### config.mk
export PLATFORM = sky130hd
export DESIGN_NAME = wash_act_drv_flat
export DESIGN_NICKNAME = d
export VERILOG_FILES = /design/src/rtl/wash_act_drv_if.sv /design/src/rtl/wash_act_drv.sv /design/src/flat_wrapper.sv
export SDC_FILE = /design/constraint.sdc
export NUM_CORES = 1
export LEC_CHECK = 0
export CORE_MARGIN = 2
export CORE_UTILIZATION = 36
export DETAILED_ROUTE_END_ITERATION = 8
export HOLD_SLACK_MARGIN = 0.06
export SLEW_MARGIN = 20
export SYNTH_ARGS = -nofsm -noshare
export SYNTH_HDL_FRONTEND = slang
export SYNTH_SLANG_ARGS = --single-unit
### constraint.sdc
create_clock -name clk -period 3.05 [get_ports clk]
set_input_delay 0.61 -clock clk [delete_from_list [all_inputs] [get_ports clk]]
set_output_delay 0.61 -clock clk [all_outputs]
set_load 0.01 [all_outputs]
### src/rtl/wash_act_drv_if.sv
// Sequencer-to-actuator bundle for wash_act_drv.
//   mode, door_closed          : sequencer/door inputs to the driver
//   valve_on .. door_lock      : physical actuator drives
//   cycle_done, fault          : status pulse and sticky fault flag
//   cycle_count                : saturating count of completed cycles
// master = sequencer side, slave = actuator driver.
interface wash_act_drv_if;
    logic [2:0] mode;
    logic       door_closed;
    logic       valve_on;
    logic       drain_on;
    logic       motor_on;
    logic       motor_dir;
    logic       motor_pwm;
    logic       door_lock;
    logic       cycle_done;
    logic       fault;
    logic [7:0] cycle_count;

    modport master (
        output mode, door_closed,
        input  valve_on, drain_on, motor_on, motor_dir, motor_pwm,
        input  door_lock, cycle_done, fault, cycle_count
    );

    modport slave (
        input  mode, door_closed,
        output valve_on, drain_on, motor_on, motor_dir, motor_pwm,
        output door_lock, cycle_done, fault, cycle_count
    );
endinterface

### src/rtl/wash_act_drv.sv
// Washing-machine actuator driver: decodes the sequencer mode into valve,
// drain, motor and door-lock drives, supervises the door, flags faults and
// counts completed wash cycles. All outputs are registered (1-cycle latency).
// Ports:
//   clk    : clock, rising edge
//   rst_n  : asynchronous active-low reset
//   bus    : wash_act_drv_if.slave (mode/door_closed in, actuators/status out)
// Build option: define WASH_ACT_DRV_AGIT_EN to enable wash-mode direction
// agitation; otherwise motor_dir stays 0 in wash and no agitation counter exists.
module wash_act_drv #(
    parameter int unsigned AGIT_PERIOD  = 4,
    parameter int unsigned PWM_BITS     = 3,
    parameter int unsigned RAMP_STEP    = 2,
    parameter int unsigned UNLOCK_DELAY = 3
) (
    input  logic           clk,
    input  logic           rst_n,
    wash_act_drv_if.slave  bus
);

    localparam int unsigned DUTY_W = PWM_BITS + 1;
    localparam int unsigned RAMP_W = $clog2(RAMP_STEP + 1);
    localparam int unsigned UNLK_W = $clog2(UNLOCK_DELAY + 1);

    localparam logic [2:0] MODE_STBY  = 3'd0;
    localparam logic [2:0] MODE_FILL  = 3'd1;
    localparam logic [2:0] MODE_RINSE = 3'd2;
    localparam logic [2:0] MODE_WASH  = 3'd3;
    localparam logic [2:0] MODE_SPIN  = 3'd4;

    localparam logic [DUTY_W-1:0] DUTY_FULL = DUTY_W'(2 ** PWM_BITS);

    logic [2:0]          prev_mode_q, prev_mode_d;
    logic [2:0]          eff_q, eff_d;
    logic [PWM_BITS-1:0] pwm_cnt_q, pwm_cnt_d;
    logic [DUTY_W-1:0]   duty_q, duty_d;
    logic [RAMP_W-1:0]   ramp_cnt_q, ramp_cnt_d;
    logic [UNLK_W-1:0]   unlock_q, unlock_d;
    logic                valve_q, valve_d;
    logic                drain_q, drain_d;
    logic                motor_on_q, motor_on_d;
    logic                motor_dir_q, motor_dir_d;
    logic                motor_pwm_q, motor_pwm_d;
    logic                lock_q, lock_d;
    logic                done_q, done_d;
    logic                fault_q, fault_d;
    logic [7:0]          count_q, count_d;

`ifdef WASH_ACT_DRV_AGIT_EN
    localparam int unsigned AGIT_W = $clog2(AGIT_PERIOD + 1);
    logic [AGIT_W-1:0]   agit_cnt_q, agit_cnt_d;

    // Agitation counter: cycles spent in the current direction (1-based)
    always_ff @(posedge clk or negedge rst_n) begin
        if (!rst_n) agit_cnt_q <= '0;
        else        agit_cnt_q <= agit_cnt_d;
    end
`endif

    // State and output registers
    always_ff @(posedge clk or negedge rst_n) begin
        if (!rst_n) begin
            prev_mode_q <= '0;
            eff_q       <= '0;
            pwm_cnt_q   <= '0;
            duty_q      <= '0;
            ramp_cnt_q  <= '0;
            unlock_q    <= '0;
            valve_q     <= 1'b0;
            drain_q     <= 1'b0;
            motor_on_q  <= 1'b0;
            motor_dir_q <= 1'b0;
            motor_pwm_q <= 1'b0;
            lock_q      <= 1'b0;
            done_q      <= 1'b0;
            fault_q     <= 1'b0;
            count_q     <= '0;
        end else begin
            prev_mode_q <= prev_mode_d;
            eff_q       <= eff_d;
            pwm_cnt_q   <= pwm_cnt_d;
            duty_q      <= duty_d;
            ramp_cnt_q  <= ramp_cnt_d;
            unlock_q    <= unlock_d;
            valve_q     <= valve_d;
            drain_q     <= drain_d;
            motor_on_q  <= motor_on_d;
            motor_dir_q <= motor_dir_d;
            motor_pwm_q <= motor_pwm_d;
            lock_q      <= lock_d;
            done_q      <= done_d;
            fault_q     <= fault_d;
            count_q     <= count_d;
        end
    end

    // Next-state decode
    always_comb begin
        prev_mode_d = bus.mode;
        fault_d     = fault_q;
        eff_d       = MODE_STBY;
        pwm_cnt_d   = '0;
        duty_d      = '0;
        ramp_cnt_d  = '0;
        unlock_d    = '0;
        valve_d     = 1'b0;
        drain_d     = 1'b0;
        motor_on_d  = 1'b0;
        motor_dir_d = 1'b0;
        motor_pwm_d = 1'b0;
        lock_d      = 1'b0;
        done_d      = 1'b0;
        count_d     = count_q;
`ifdef WASH_ACT_DRV_AGIT_EN
        agit_cnt_d  = '0;
`endif

        // Fault is set and cleared on the sampling edge, so a door opening
        // shuts the actuators down without waiting an extra cycle.
        if ((bus.mode > MODE_SPIN) || (!bus.door_closed && (bus.mode != MODE_STBY))) begin
            fault_d = 1'b1;
        end else if ((bus.mode == MODE_STBY) && bus.door_closed) begin
            fault_d = 1'b0;
        end
        eff_d = fault_d ? MODE_STBY : bus.mode;

        valve_d    = (eff_d == MODE_FILL);
        drain_d    = (eff_d == MODE_RINSE) || (eff_d == MODE_SPIN);
        motor_on_d = (eff_d == MODE_RINSE) || (eff_d == MODE_WASH) || (eff_d == MODE_SPIN);

        if ((eff_d == MODE_RINSE) || (eff_d == MODE_WASH)) begin
            motor_pwm_d = 1'b1;
        end

`ifdef WASH_ACT_DRV_AGIT_EN
        // Direction restarts at clockwise on every wash entry
        if (eff_d == MODE_WASH) begin
            if (eff_q != MODE_WASH) begin
                agit_cnt_d  = AGIT_W'(1);
                motor_dir_d = 1'b0;
            end else if (agit_cnt_q == AGIT_W'(AGIT_PERIOD)) begin
                agit_cnt_d  = AGIT_W'(1);
                motor_dir_d = ~motor_dir_q;
            end else begin
                agit_cnt_d  = agit_cnt_q + 1'b1;
                motor_dir_d = motor_dir_q;
            end
        end
`endif

        // Spin soft-start: duty ramps from 1 to full, restarting on every entry
        if (eff_d == MODE_SPIN) begin
            if (eff_q != MODE_SPIN) begin
                pwm_cnt_d  = '0;
                duty_d     = DUTY_W'(1);
                ramp_cnt_d = RAMP_W'(1);
            end else begin
                pwm_cnt_d = pwm_cnt_q + 1'b1;
                if (duty_q == DUTY_FULL) begin
                    duty_d     = duty_q;
                    ramp_cnt_d = ramp_cnt_q;
                end else if (ramp_cnt_q == RAMP_W'(RAMP_STEP)) begin
                    duty_d     = duty_q + 1'b1;
                    ramp_cnt_d = RAMP_W'(1);
                end else begin
                    duty_d     = duty_q;
                    ramp_cnt_d = ramp_cnt_q + 1'b1;
                end
            end
            motor_pwm_d = ({1'b0, pwm_cnt_d} < duty_d);
        end

        // Door lock with post-standby hold; any active mode cancels the hold
        if (eff_d != MODE_STBY) begin
            lock_d = 1'b1;
        end else if (eff_q != MODE_STBY) begin
            lock_d   = 1'b1;
            unlock_d = UNLK_W'(UNLOCK_DELAY - 1);
        end else if (unlock_q != '0) begin
            lock_d   = 1'b1;
            unlock_d = unlock_q - 1'b1;
        end

        // Only a clean spin-to-standby finish counts as a completed cycle
        if ((prev_mode_q == MODE_SPIN) && (bus.mode == MODE_STBY) && !fault_q) begin
            done_d = 1'b1;
            if (count_q != 8'hFF) begin
                count_d = count_q + 1'b1;
            end
        end
    end

    assign bus.valve_on    = valve_q;
    assign bus.drain_on    = drain_q;
    assign bus.motor_on    = motor_on_q;
    assign bus.motor_dir   = motor_dir_q;
    assign bus.motor_pwm   = motor_pwm_q;
    assign bus.door_lock   = lock_q;
    assign bus.cycle_done  = done_q;
    assign bus.fault       = fault_q;
    assign bus.cycle_count = count_q;

endmodule
### src/flat_wrapper.sv
// flat-port wrapper written by rule: the top's interface ports become plain ports
module wash_act_drv_flat 
#(
    parameter int unsigned AGIT_PERIOD  = 4,
    parameter int unsigned PWM_BITS     = 3,
    parameter int unsigned RAMP_STEP    = 2,
    parameter int unsigned UNLOCK_DELAY = 3
)
  (clk, rst_n, bus_mode, bus_door_closed, bus_valve_on, bus_drain_on, bus_motor_on, bus_motor_dir, bus_motor_pwm, bus_door_lock, bus_cycle_done, bus_fault, bus_cycle_count);
  wash_act_drv_if bus_i ();
  input  logic clk;
  input  logic rst_n;
  input wire logic [$bits(bus_i.mode)-1:0] bus_mode;
  input wire logic [$bits(bus_i.door_closed)-1:0] bus_door_closed;
  output wire logic [$bits(bus_i.valve_on)-1:0] bus_valve_on;
  output wire logic [$bits(bus_i.drain_on)-1:0] bus_drain_on;
  output wire logic [$bits(bus_i.motor_on)-1:0] bus_motor_on;
  output wire logic [$bits(bus_i.motor_dir)-1:0] bus_motor_dir;
  output wire logic [$bits(bus_i.motor_pwm)-1:0] bus_motor_pwm;
  output wire logic [$bits(bus_i.door_lock)-1:0] bus_door_lock;
  output wire logic [$bits(bus_i.cycle_done)-1:0] bus_cycle_done;
  output wire logic [$bits(bus_i.fault)-1:0] bus_fault;
  output wire logic [$bits(bus_i.cycle_count)-1:0] bus_cycle_count;
  assign bus_i.mode = bus_mode;
  assign bus_i.door_closed = bus_door_closed;
  assign bus_valve_on = bus_i.valve_on;
  assign bus_drain_on = bus_i.drain_on;
  assign bus_motor_on = bus_i.motor_on;
  assign bus_motor_dir = bus_i.motor_dir;
  assign bus_motor_pwm = bus_i.motor_pwm;
  assign bus_door_lock = bus_i.door_lock;
  assign bus_cycle_done = bus_i.cycle_done;
  assign bus_fault = bus_i.fault;
  assign bus_cycle_count = bus_i.cycle_count;
  wash_act_drv #(.AGIT_PERIOD(AGIT_PERIOD), .PWM_BITS(PWM_BITS), .RAMP_STEP(RAMP_STEP), .UNLOCK_DELAY(UNLOCK_DELAY)) u_core (.clk(clk), .rst_n(rst_n), .bus(bus_i));
endmodule
After elaboration in Yosys (flattened, before gate mapping)
Index checks and enable logic that the tools add are counted.
{"block": "word_totals", "regBits": 32, "inputBits": 6, "output_inout_bits": 16, "word_cells": 71}
{"block": "classes", "addsub": 5, "magnitude_cmp": 2, "eq_ne": 10, "muxes": 24, "reduce_logical": 16}
{"operator": "4-bit 2-to-1 mux", "count": 5}
{"operator": "2-bit 2-to-1 mux", "count": 7}
{"operator": "3-bit 2-to-1 mux", "count": 4}
{"operator": "3-bit nonzero test", "count": 3}
{"operator": "8-bit by 1-bit adder with 8-bit output, second input constant", "count": 1}
{"operator": "1-bit 2-to-1 mux", "count": 8}
{"operator": "8-bit inequality test, second input constant", "count": 1}
{"operator": "3-bit by 2-bit equality test with 1-bit output, second input constant", "count": 2}
{"operator": "3-bit equality test, second input constant", "count": 2}
{"operator": "3-bit inequality test, second input constant", "count": 2}
{"operator": "4-bit by 1-bit adder with 4-bit output, second input constant", "count": 1}
{"operator": "4-bit equality test, second input constant", "count": 1}
{"operator": "1-bit logical AND", "count": 4}
{"operator": "1-bit logical OR", "count": 4}
{"operator": "3-bit by 4-bit less-than comparator with 1-bit output", "count": 1}
{"operator": "3-bit by 1-bit adder with 3-bit output, second input constant", "count": 1}
{"operator": "3-bit by 1-bit equality test with 1-bit output, second input constant", "count": 1}
{"operator": "3-bit greater-than comparator, second input constant", "count": 1}
{"operator": "3-bit zero test", "count": 1}
{"operator": "2-bit by 1-bit adder with 2-bit output, second input constant", "count": 1}
{"operator": "2-bit equality test, second input constant", "count": 1}
{"operator": "1-bit zero test", "count": 2}
{"operator": "2-bit AND reduction", "count": 1}
{"operator": "2-bit nonzero test", "count": 1}
{"operator": "2-bit by 1-bit subtractor with 2-bit output, second input constant", "count": 1}

Longest topological paths before layout
{"block": "depth", "word_depth": 9, "mapped_depth": 10}

Least setup slack after synthesis
No wires, ideal clock.
{"block": "synth_path", "path_kind": "reg-to-reg", "startpoint": "register u_core.duty_q[0]", "endpoint": "register u_core.motor_pwm_q, in the netlist u_core.bus.motor_pwm", "arrival_time_ps": 2110, "required_ps": 2912, "path_slack_ps": 801, "stages_incl_launch_ff": 11, "period_less_slack_ps": 2249, "path_cell_list": "dfrtp_1 > inv_1 > ha_1 > and3b_1 > nor2_1 > mux2_2 > nand2_1 > ha_1 > or2b_1 > a2111oi_2 > or4_1"}
{"block": "synth_via", "elab_chain_cells": 7, "word_cells_on_any_way": 8}
{"element": "from (decl)", "line": "wash_act_drv.sv:36", "text": "logic [DUTY_W-1:0] duty_q, duty_d;"}
{"element": "from (signal assigned)", "line": "wash_act_drv.sv:82", "text": "duty_q <= duty_d;"}
{"element": "4-bit by 1-bit adder with 4-bit output", "line": "wash_act_drv.sv:163", "text": "duty_d = duty_q + 1'b1;"}
{"element": "4-bit 2-to-1 mux", "line": "wash_act_drv.sv:162", "text": "end else if (ramp_cnt_q == RAMP_W'(RAMP_STEP)) begin"}
{"element": "4-bit 2-to-1 mux (*)", "line": "wash_act_drv.sv:159", "text": "if (duty_q == DUTY_FULL) begin"}
{"element": "4-bit 2-to-1 mux (*)", "line": "wash_act_drv.sv:153", "text": "if (eff_q != MODE_SPIN) begin"}
{"element": "4-bit 2-to-1 mux (*)", "line": "wash_act_drv.sv:152", "text": "if (eff_d == MODE_SPIN) begin"}
{"element": "3-bit by 4-bit less-than comparator with 1-bit output (*)", "line": "wash_act_drv.sv:170", "text": "motor_pwm_d = ({1'b0, pwm_cnt_d} < duty_d);"}
{"element": "1-bit 2-to-1 mux (*)", "line": "wash_act_drv.sv:152"}
{"element": "named net u_core.motor_pwm_d", "line": "wash_act_drv.sv:43", "text": "logic motor_pwm_q, motor_pwm_d;"}
{"element": "to (signal assigned)", "line": "wash_act_drv.sv:89", "text": "motor_pwm_q <= motor_pwm_d;"}
{"element": "to (decl)", "line": "wash_act_drv.sv:43"}
Mark *: on every way through the listed nets, which the timed path passes. The rest lies on a longest branch. The select of a mux whose other input is x is not followed.
A chain may end at the register's enable or synchronous reset.

Worst setup path after layout
Same ends and word-level chain as after synthesis.

==> results.sh <==
export IMPL_status="finished clean"
export IMPL_synth_cell_type_count=40
export IMPL_yosys_top_cells_area="dfrtp_1 (55%), ha_1 (5.1%), xnor2_1 (4.8%), nand2_1 (2.3%), and2_1 (2.1%)"
export IMPL_path_clk_slew_ns=0.07
export IMPL_yosys_area_top_type="dfrtp_1"
export IMPL_vdd_ir_drop_max_mv=0.2984
export IMPL_power_leakage_nw=0.8562
export IMPL_boundaryPins=22
export IMPL_grt_start_max_net_pins=33
export IMPL_ant_nets=0
export IMPL_crit_chain="inv_1, ha_1, and3b_1, nor2_1, mux2_2, nand2_1, ha_1, or2b_1, a2111oi_2, or4_1"
export IMPL_cts_tree="done"
export IMPL_synth_cells=126
export IMPL_clk_path_buf_depth=2
export IMPL_drc=0
export IMPL_cp_max_fo=5
export IMPL_setup_viol=0
export IMPL_clock_sinks=32
export IMPL_syn_area_per_cell_sq_um=11.61
export IMPL_drtIter0Drc=27
export IMPL_htreeDepth=2
export IMPL_critical_path_slowest_cell="or4_1"
export IMPL_cts_root_buf="clkbuf_8"
export IMPL_syn_to_final_growth_pct=25.32
export IMPL_dp_final_hpwl_mm=1.958
export IMPL_routedWlPerCell_um=13.22
export IMPL_start_util_pct=37.10
export IMPL_path_common_cell="ha_1"
export IMPL_synth_top_area_share_pct=54.75
export IMPL_antennaDiodeCount=0
export IMPL_clkLatencyLatePin_ns=0.29
export IMPL_finalCritPeriodShare_pct=80.21
export IMPL_startpoint_type="register"
export IMPL_place_congestion=0.7659
export IMPL_drive_gt1_share_pct=12.99
export IMPL_grt_pass1_vias=1029
export IMPL_crit_type="reg2reg"
export IMPL_worstPathRequired_ns=3.20
export IMPL_fillCellCount=366
export IMPL_antenna_found_initial=0
export IMPL_rows=23
export IMPL_dp_cells=196
export IMPL_via_count=1002
export IMPL_synth_area_sq_mm=0.001463
export IMPL_ys_seq_area_share_pct=54.75
export IMPL_rsz0062_at_grt="no"
export IMPL_worst_setup_path_end_kind="register"
export IMPL_holdPathStages=1
export IMPL_max_cap_viol_count=0
export IMPL_multi_input_area_sq_um=628.1
export IMPL_via_per_inst=4.912
export IMPL_finClkSkew_ns=0.007620
export IMPL_finalCriticalPeriod_ns=2.446
export IMPL_hp_class="reg2reg"
export IMPL_rrSetupSlack_ns=0.60
export IMPL_power_density_mw_per_mm2=479.7
export IMPL_cp_arrival_ns=2.60
export IMPL_drt_pass1_iterations=4
export IMPL_dieArea_sq_mm=0.004589
export IMPL_ys_ff_latch=32
export IMPL_core_area_sq_mm=0.003943
export IMPL_fmax_ghz=0.4088
export IMPL_dieHeight_um=67.74
export IMPL_post_cts_resized=0
export IMPL_port_buffers=20
export IMPL_layout_commonest_cell="dfrtp_1"
export IMPL_track_usage_pct=14.07
export IMPL_syn_num_nets=138
export IMPL_layout_common_cells="dfrtp_1 (32), clkdlybuf4s50_1 (20), nand2_1 (9), nor2_1 (8), xnor2_1 (8)"
export IMPL_final_hold_viol_count=0
export IMPL_fin_nets=165
export IMPL_drt_wl_total_mm=2.696
export IMPL_synth_warning_count=0
export IMPL_maxSlewViolCount=0
export IMPL_grt_overflow_total=0
export IMPL_slowest_delay_ns=0.52
export IMPL_finalSetupTns_ns=0
export IMPL_ff_latch_area_sq_um=800.8
export IMPL_layout_cells_non_filler=204
export IMPL_die_w_um=67.74
export IMPL_grt_pass1_wl_mm=4.636
export IMPL_cts_made_buffers=5
export IMPL_post_cts_buffers=0
export IMPL_postCtsHoldBufs=0
export IMPL_ff2ff_path_depth=10
routing by layer:
layer | up-vias | part of all wire [%] | track usage (%) | wire, um
met5 | - | 0 | 0 | 0
met4 | 0 | 1.7 | 7.653 | 45
met3 | 5 | 4.3 | 4.833 | 116
met2 | 21 | 48 | 23.04 | 1296
met1 | 485 | 46 | 16.03 | 1238
li1 | 491 | - | - | -
through the flow:
stage / total power [mW] / cell area, sq um / util [%] / hold WS (ns) / setup slack, ns
floorplan: 0.4573 / 1463 / - / 0.3144 / 0.8013
global placement: 0.4854 / 1722 / 43.67 / 0.4548 / 0.7343
detailed placement: 0.4866 / 1722 / 43.67 / 0.4519 / 0.6305
CTS: 0.8895 / 1833 / 46.49 / 0.4598 / 0.6246
global route: 0.9160 / 1833 / 46.49 / 0.4769 / 0.4741
finish: 0.8793 / 1833 / 46.49 / 0.4570 / 0.6037
path summary, 6_finish.rpt:
check / from / end
max in group asynchronous: rst_n / u_core.bus.cycle_count[2]$_DFFE_PN0P_
worst max register to register: u_core.duty_q[0]$_DFF_PN0_ / u_core.bus.motor_pwm$_DFF_PN0_
min in group asynchronous: rst_n / u_core.eff_q[0]$_DFF_PN0_
worst max-delay path: u_core.duty_q[0]$_DFF_PN0_ / u_core.bus.motor_pwm$_DFF_PN0_
worst min register to register: u_core.pwm_cnt_q[0]$_DFF_PN0_ / u_core.pwm_cnt_q[0]$_DFF_PN0_
worst min-delay path: u_core.pwm_cnt_q[0]$_DFF_PN0_ / u_core.pwm_cnt_q[0]$_DFF_PN0_
Yosys cell counts, drive strengths merged:
cell type,number
dfrtp,32
a2111oi,1
nand4,4
o21a,1
conb,1
xnor2,8
nor4,1
inv,4
o21ai,3
and3b,1
nor3b,3
nor2,8
ha,6
mux2,2
or4b,1
or4,1
a211oi,2
nand2b,3
a21oi,5
and3,4
nor3,2
a21o,1
xor2,2
buf,2
nor2b,1
or3,4
o211a,1
nand3,3
nand2,9
or2b,1
a31oi,1
nand3b,3
and2,5
worst max-delay path: cells and delay by family, from the launching register on:
kind / cells / cell delay (ns)
flip-flops: 1 / 0.42
buffers and inverters: 1 / 0.06
AND/OR/NAND/NOR: 5 / 1.06
multiplexers: 1 / 0.35
adder cells (fa/ha/maj): 2 / 0.37
AO/OA/AOI/OAI: 1 / 0.05
registers in the layout, summed over array words and instances, names as in the netlist, 2 cells and up:
name / flops
u_core.bus.cycle_count: 8
u_core.duty_q: 4
u_core.eff_q: 3
u_core.prev_mode_q: 3
u_core.pwm_cnt_q: 3
u_core.ramp_cnt_q: 2
u_core.unlock_q: 2
cells by family after synthesis:
logic type | count (synthesis) | synth area share (%)
buffers and inverters | 6 | 2.310
muxes | 2 | 1.540
adders and majority gates | 6 | 5.132
other | 1 | 0.2564
and+or+nand+nor | 54 | 22.75
AOI/OAI and AO/OA | 15 | 7.271
DFF | 32 | 54.75
xor gates and xnor gates | 10 | 5.988
where the power goes:
part	leakage, nW	total, mW	internal [mW]	switching, mW
Sequential	0.434	0.436	0.432	0.00449
Combinational	0.368	0.0415	0.0197	0.0218
Clock	0.0541	0.402	0.241	0.160
final cells by class:
class | count | area share (%)
multi-input combinational | 88 | 34.27
timing repair buffer | 22 | 11.74
sequential | 32 | 43.69
clock buffer | 5 | 3.754
tap | 50 | 3.413
inverter | 4 | 0.8191
clock inverter | 3 | 2.321
Note: power is estimated with default switching activity, not from simulation.
==> RTL change 1 (config.mk and constraints unchanged) <==
`UNLOCK_DELAY` is set to 3 in 2 places; all go to 6.
--- a/src/rtl/wash_act_drv.sv
+++ b/src/rtl/wash_act_drv.sv
@@ -13,3 +13,3 @@
     parameter int unsigned RAMP_STEP    = 2,
-    parameter int unsigned UNLOCK_DELAY = 3
+    parameter int unsigned UNLOCK_DELAY = 6
 ) (
--- a/src/flat_wrapper.sv
+++ b/src/flat_wrapper.sv
@@ -6,3 +6,3 @@
     parameter int unsigned RAMP_STEP    = 2,
-    parameter int unsigned UNLOCK_DELAY = 3
+    parameter int unsigned UNLOCK_DELAY = 6
 )
Behaviour: not the same (a bounded check fails within 10 cycles, from zero or initial values and one cycle with rst_n low).
==> RTL change 1 against the original RTL <==
  * Routed wire length up 7.3%
  * Sequential cell count up 1
  * Worst setup slack better by 0.057 ns
  * Global-route usage about the same
  * Cell area up 4.2%
  * Die area up 5.3%
  * Area after synthesis up 5.6%
  * Critical path type unchanged
Power is not compared: it rests on default switching activity, and its combinational part moved more than twofold at a synthesized area within 25%.
==> RTL change 1: results (changes against the original RTL) <==
stage	metric	value	unit	change
drt	Final Routed Wirelength	2890	um	+7.3%
drt	Via Count	1099		+9.7%
synthesis	post-synthesis mux area share	0.0146		-0.000823
critical_path	Max stage delay on crit path	0.50	ns	-0.02 ns
synthesis	Cell variety after synth	38		-5.0%
placed_design	RePlAce Congestion	0.736		-3.9%
global_route	gr usage total	0.140		-0.000427
status	status	finished, final reports clean		
global_route	first-pass GRT wire length	5240	um	+13%
timing	Final Skew	0.00609	ns	-0.00153 ns
drt	WL per Instance	13.3	um	+0.38%
drt	Initial DRC Count	46		+70%
synthesis	syn avg cell area	11.0	um2	-4.9%
synthesis	area share of fa/ha/maj cells after synthesis	0.0648		+0.0135
layout	fraction of layout instances using a drive strength above 1	0.113		-0.0168
timing	f_max	418	MHz	+2.4%
synthesis	syn nets	154		+12%
global_route	met3 Usage GRT	0.0552		+0.00690
global_route	met1 usage	0.148		-0.0119
global_route	GR Util met2	0.244		+0.0132
synthesis	xor/xnor share of the synthesized area	0.0567		-0.00320
critical_path	Crit path arrival time	2.55	ns	-0.05 ns
placed_design	hpwl dp	2120	um	+8.5%
placed_design	# placed instances	210		+7.1%
synthesis	post-synthesis compound-gate area fraction	0.0607		-0.0120
synthesis	Area contributors post-synth	dfrtp_1, ha_1, xor2_1, nand2_1, nor2_1		
timing	Hold WS	0.479	ns	+0.0224 ns
## RTL change 1: cell count changes after synthesis, moves of 2 or more
cell     unedited run  this run
xnor2_1             8         3
nand4_1             4         2
and3_1              4         2
mux2_1              0         2
nor2_1              8        11
inv_1               3         6
nand3_1             3         7
nor4_1              0         3
ha_1                6         8
nand2_1             9        11
mux2_2              2         0
xor2_1              2         7
## RTL change 1: cell type report
type                       instances  area (um2)  share of cell area
multi-input combinational         98         682               0.357
timing repair buffer              21         208               0.109
inverter                           8        30.0              0.0157
tap                               50        62.6              0.0328
clock buffer                       7        96.3              0.0505
clock inverter                     1        5.00             0.00262
sequential                        33         826               0.433
## RTL change 1: layer usage
metal | wire length (um) | vias to the layer above
met4 | 48 | 0
met3 | 114 | 5
met5 | 0 | -
li1 | - | 531
met2 | 1470 | 22
met1 | 1260 | 541
## RTL change 1: power by group
group	internal [mW]	switching (mW)	total [mW]
Sequential	0.458	0.0118	0.470
Clock	0.204	0.156	0.360
Combinational	0.0393	0.0445	0.0838
==> RTL change 2 (same flow settings) <==
Without the edit above. Build with the macro `WASH_ACT_DRV_AGIT_EN` defined.
--- a/src/rtl/wash_act_drv.sv
+++ b/src/rtl/wash_act_drv.sv
@@ -9,2 +9,4 @@
 // agitation; otherwise motor_dir stays 0 in wash and no agitation counter exists.
+`define WASH_ACT_DRV_AGIT_EN
+
 module wash_act_drv #(
Behaviour: not the same (Yosys sat finds a counterexample within 10 cycles, from zero or initial values and one cycle with rst_n low).
==> RTL change 2 against the original RTL <==
  * Die area grew 15%
  * Critical path depth unchanged
  * Count of clock-buffer cells in the layout increased by 2
  * Sequential cell count grew 4
  * Cell area up 12%
  * Largest power group unchanged
  * Sequential power increased by 13%
  * Routed wire length grew 15%
  * Area after synthesis is 16% higher
  * Total power rose by 1.9%
  * Worst setup slack gained 0.24 ns
  * Highest routed layer unchanged
==> RTL change 2: results (changes against the original RTL) <==
stage	metric	value	unit	change
placed_design	RePlAce Congestion	0.841		+9.8%
clocking	Clk pin slew, worst setup/hold paths	0.07	ns	about the same
clocking	setup bufs post-CTS	0		unchanged
layout	post-layout net count	192		+16%
critical_path	worst-path maximum fanout	5		unchanged
clocking	Longest Clk Path Bufs	2		unchanged
global_route	largest net degree at the start of global routing	37		+12%
placed_design	port buffer count	21		+5.0%
critical_path	Reg-to-Reg Start	u_core.duty_q[0]		
critical_path	path depth of the worst reg2reg path	10		unchanged
global_route	initial antenna violation count	0		unchanged
drt	Via Count	1171		+17%
synthesis	Area contributors post-synth	dfrtp_1, ha_1, xnor2_1, nor2_1, mux2_2		
synthesis	syn nets	164		+19%
layout	fraction of layout instances using a drive strength above 1	0.112		-0.0181
clocking	Clock Tree Root	clkbuf_8		
timing	Slew headroom	0.472		
status	status	finished, final reports clean		
timing	final setup violation count	0		unchanged
clocking	clock latency on the worst-skew pair	0.29	ns	about the same
synthesis	Cell variety after synth	39		-2.5%
synthesis	ys async rst share	1.00		unchanged
placed_design	hpwl dp	2220	um	+14%
clocking	TritonCTS Buffers	5		unchanged
clocking	CTS resizes	0		unchanged
drt	Initial DRC Count	40		+48%
hold_path	Hold Path Class	in2async		
clocking	H-tree Lvls	2		unchanged
critical_path	worst r2r dst	u_core.bus.motor_pwm		
critical_path	Crit path arrival time	2.43	ns	-0.17 ns
synthesis	Ys Warns	0		unchanged
synthesis	synth cell count leaders	dfrtp_1, nor2_1, nand2_1		
drt	Final Routed Wirelength	3090	um	+15%
drt	TritonRoute pass-1 iters	4		unchanged
global_route	gr usage total	0.136		-0.00461
timing	Hold WS	0.404	ns	-0.0526 ns
job	max-cap violations	0		unchanged
critical_path	FF-to-FF setup slack	0.84	ns	+0.24 ns
timing	setup TNS	0	ns	unchanged
pwr	VDD IR max	0.000304	V	+1.7%
synthesis	number of flops mapped to enable cells by yosys	0		unchanged
synthesis	post-synthesis sequential area ratio	0.531		-0.0161
timing	Final Skew	0.00624	ns	-0.00138 ns
global_route	grt total ovfl	0		unchanged
layout	max FFs per register	8		unchanged
layout	Ant. Diodes	0		unchanged
pwr	Leak	0.938	nW	+9.5%
global_route	first-pass GRT wire length	5440	um	+17%
[RTL change 2: changes by cell type after synthesis, sizes merged, moves of 3 or more]
cell | before | now
nor2 | 8 | 15
nor3 | 2 | 7
dfrtp | 32 | 36
inv | 4 | 8
a21oi | 5 | 8
nand3 | 3 | 6
or3 | 4 | 1
[RTL change 2: through the flow]
step           cell area (um2)   util  instances  setup slack [ns]
6_report                  2060  0.463        231             0.841
5_1_grt                   2060  0.463        231             0.592
4_1_cts                   2060  0.463        231             0.845
3_5_place_dp              1970  0.442        223             0.687
3_3_place_gp              1970  0.442        223             0.784
2_1_floorplan             1700      -        150              1.00
[RTL change 2: layer usage]
layer,routed length [um],GRT usage,vias to the layer above
li1,-,-,576
met4,59,0.0556,0
met2,1410,0.211,22
met3,157,0.0539,6
met5,0,0,-
met1,1460,0.170,567
[RTL change 2: layout make-up]
type,instances,area (um2)
fillers,422,2380
flip-flops and latches,36,901
well taps,52,65.1
inverters,8,30.0
clock buffers,7,86.3
multi-input cells,106,764
repair buffers,21,205
clock inverters,1,7.51
[RTL change 2: how the worst max path moves through the flow]
stage | start | end | slack (ns)
3_5_place_dp | bus_mode[0] | u_core.bus.motor_pwm | 0.69
4_1_cts | u_core.duty_q[0] | u_core.bus.motor_pwm | 0.84
6_report | u_core.duty_q[0] | u_core.bus.motor_pwm | 0.84
5_1_grt | u_core.duty_q[0] | u_core.bus.motor_pwm | 0.59
2_1_floorplan | u_core.duty_q[0] | u_core.bus.motor_pwm | 1.00
3_3_place_gp | bus_mode[0] | u_core.bus.motor_pwm | 0.78
[RTL change 2: kinds of logic (layout without fill, tap and decap cells)]
| kind of cell | Yosys count | in the layout | synth area share |
|---|---|---|---|
| simple gates | 65 | 65 | 0.227 |
| xor+xnor | 10 | 10 | 0.0561 |
| mux | 5 | 5 | 0.0325 |
| fa+ha+maj | 8 | 8 | 0.0590 |
| buf+inv | 8 | 37 | 0.0177 |
| compound gates | 18 | 18 | 0.0768 |
| flops | 36 | 36 | 0.531 |
[RTL change 2: report_power, final]
part | internal (mW) | switching, mW | leakage [nW]
Sequential | 0.487 | 0.00653 | 0.489
Clock | 0.183 | 0.167 | 0.0445
Combinational | 0.0233 | 0.0280 | 0.405
[RTL change 2: worst max-delay path, cell delays in order, from the launching register on]
cell	delay (ns)
dfrtp_1	0.43
inv_1	0.11
ha_1	0.17
nand3b_1	0.17
nand2_1	0.15
mux2_2	0.35
nand2_1	0.07
ha_1	0.23
a21o_1	0.15
a41o_1	0.20
a21boi_1	0.13
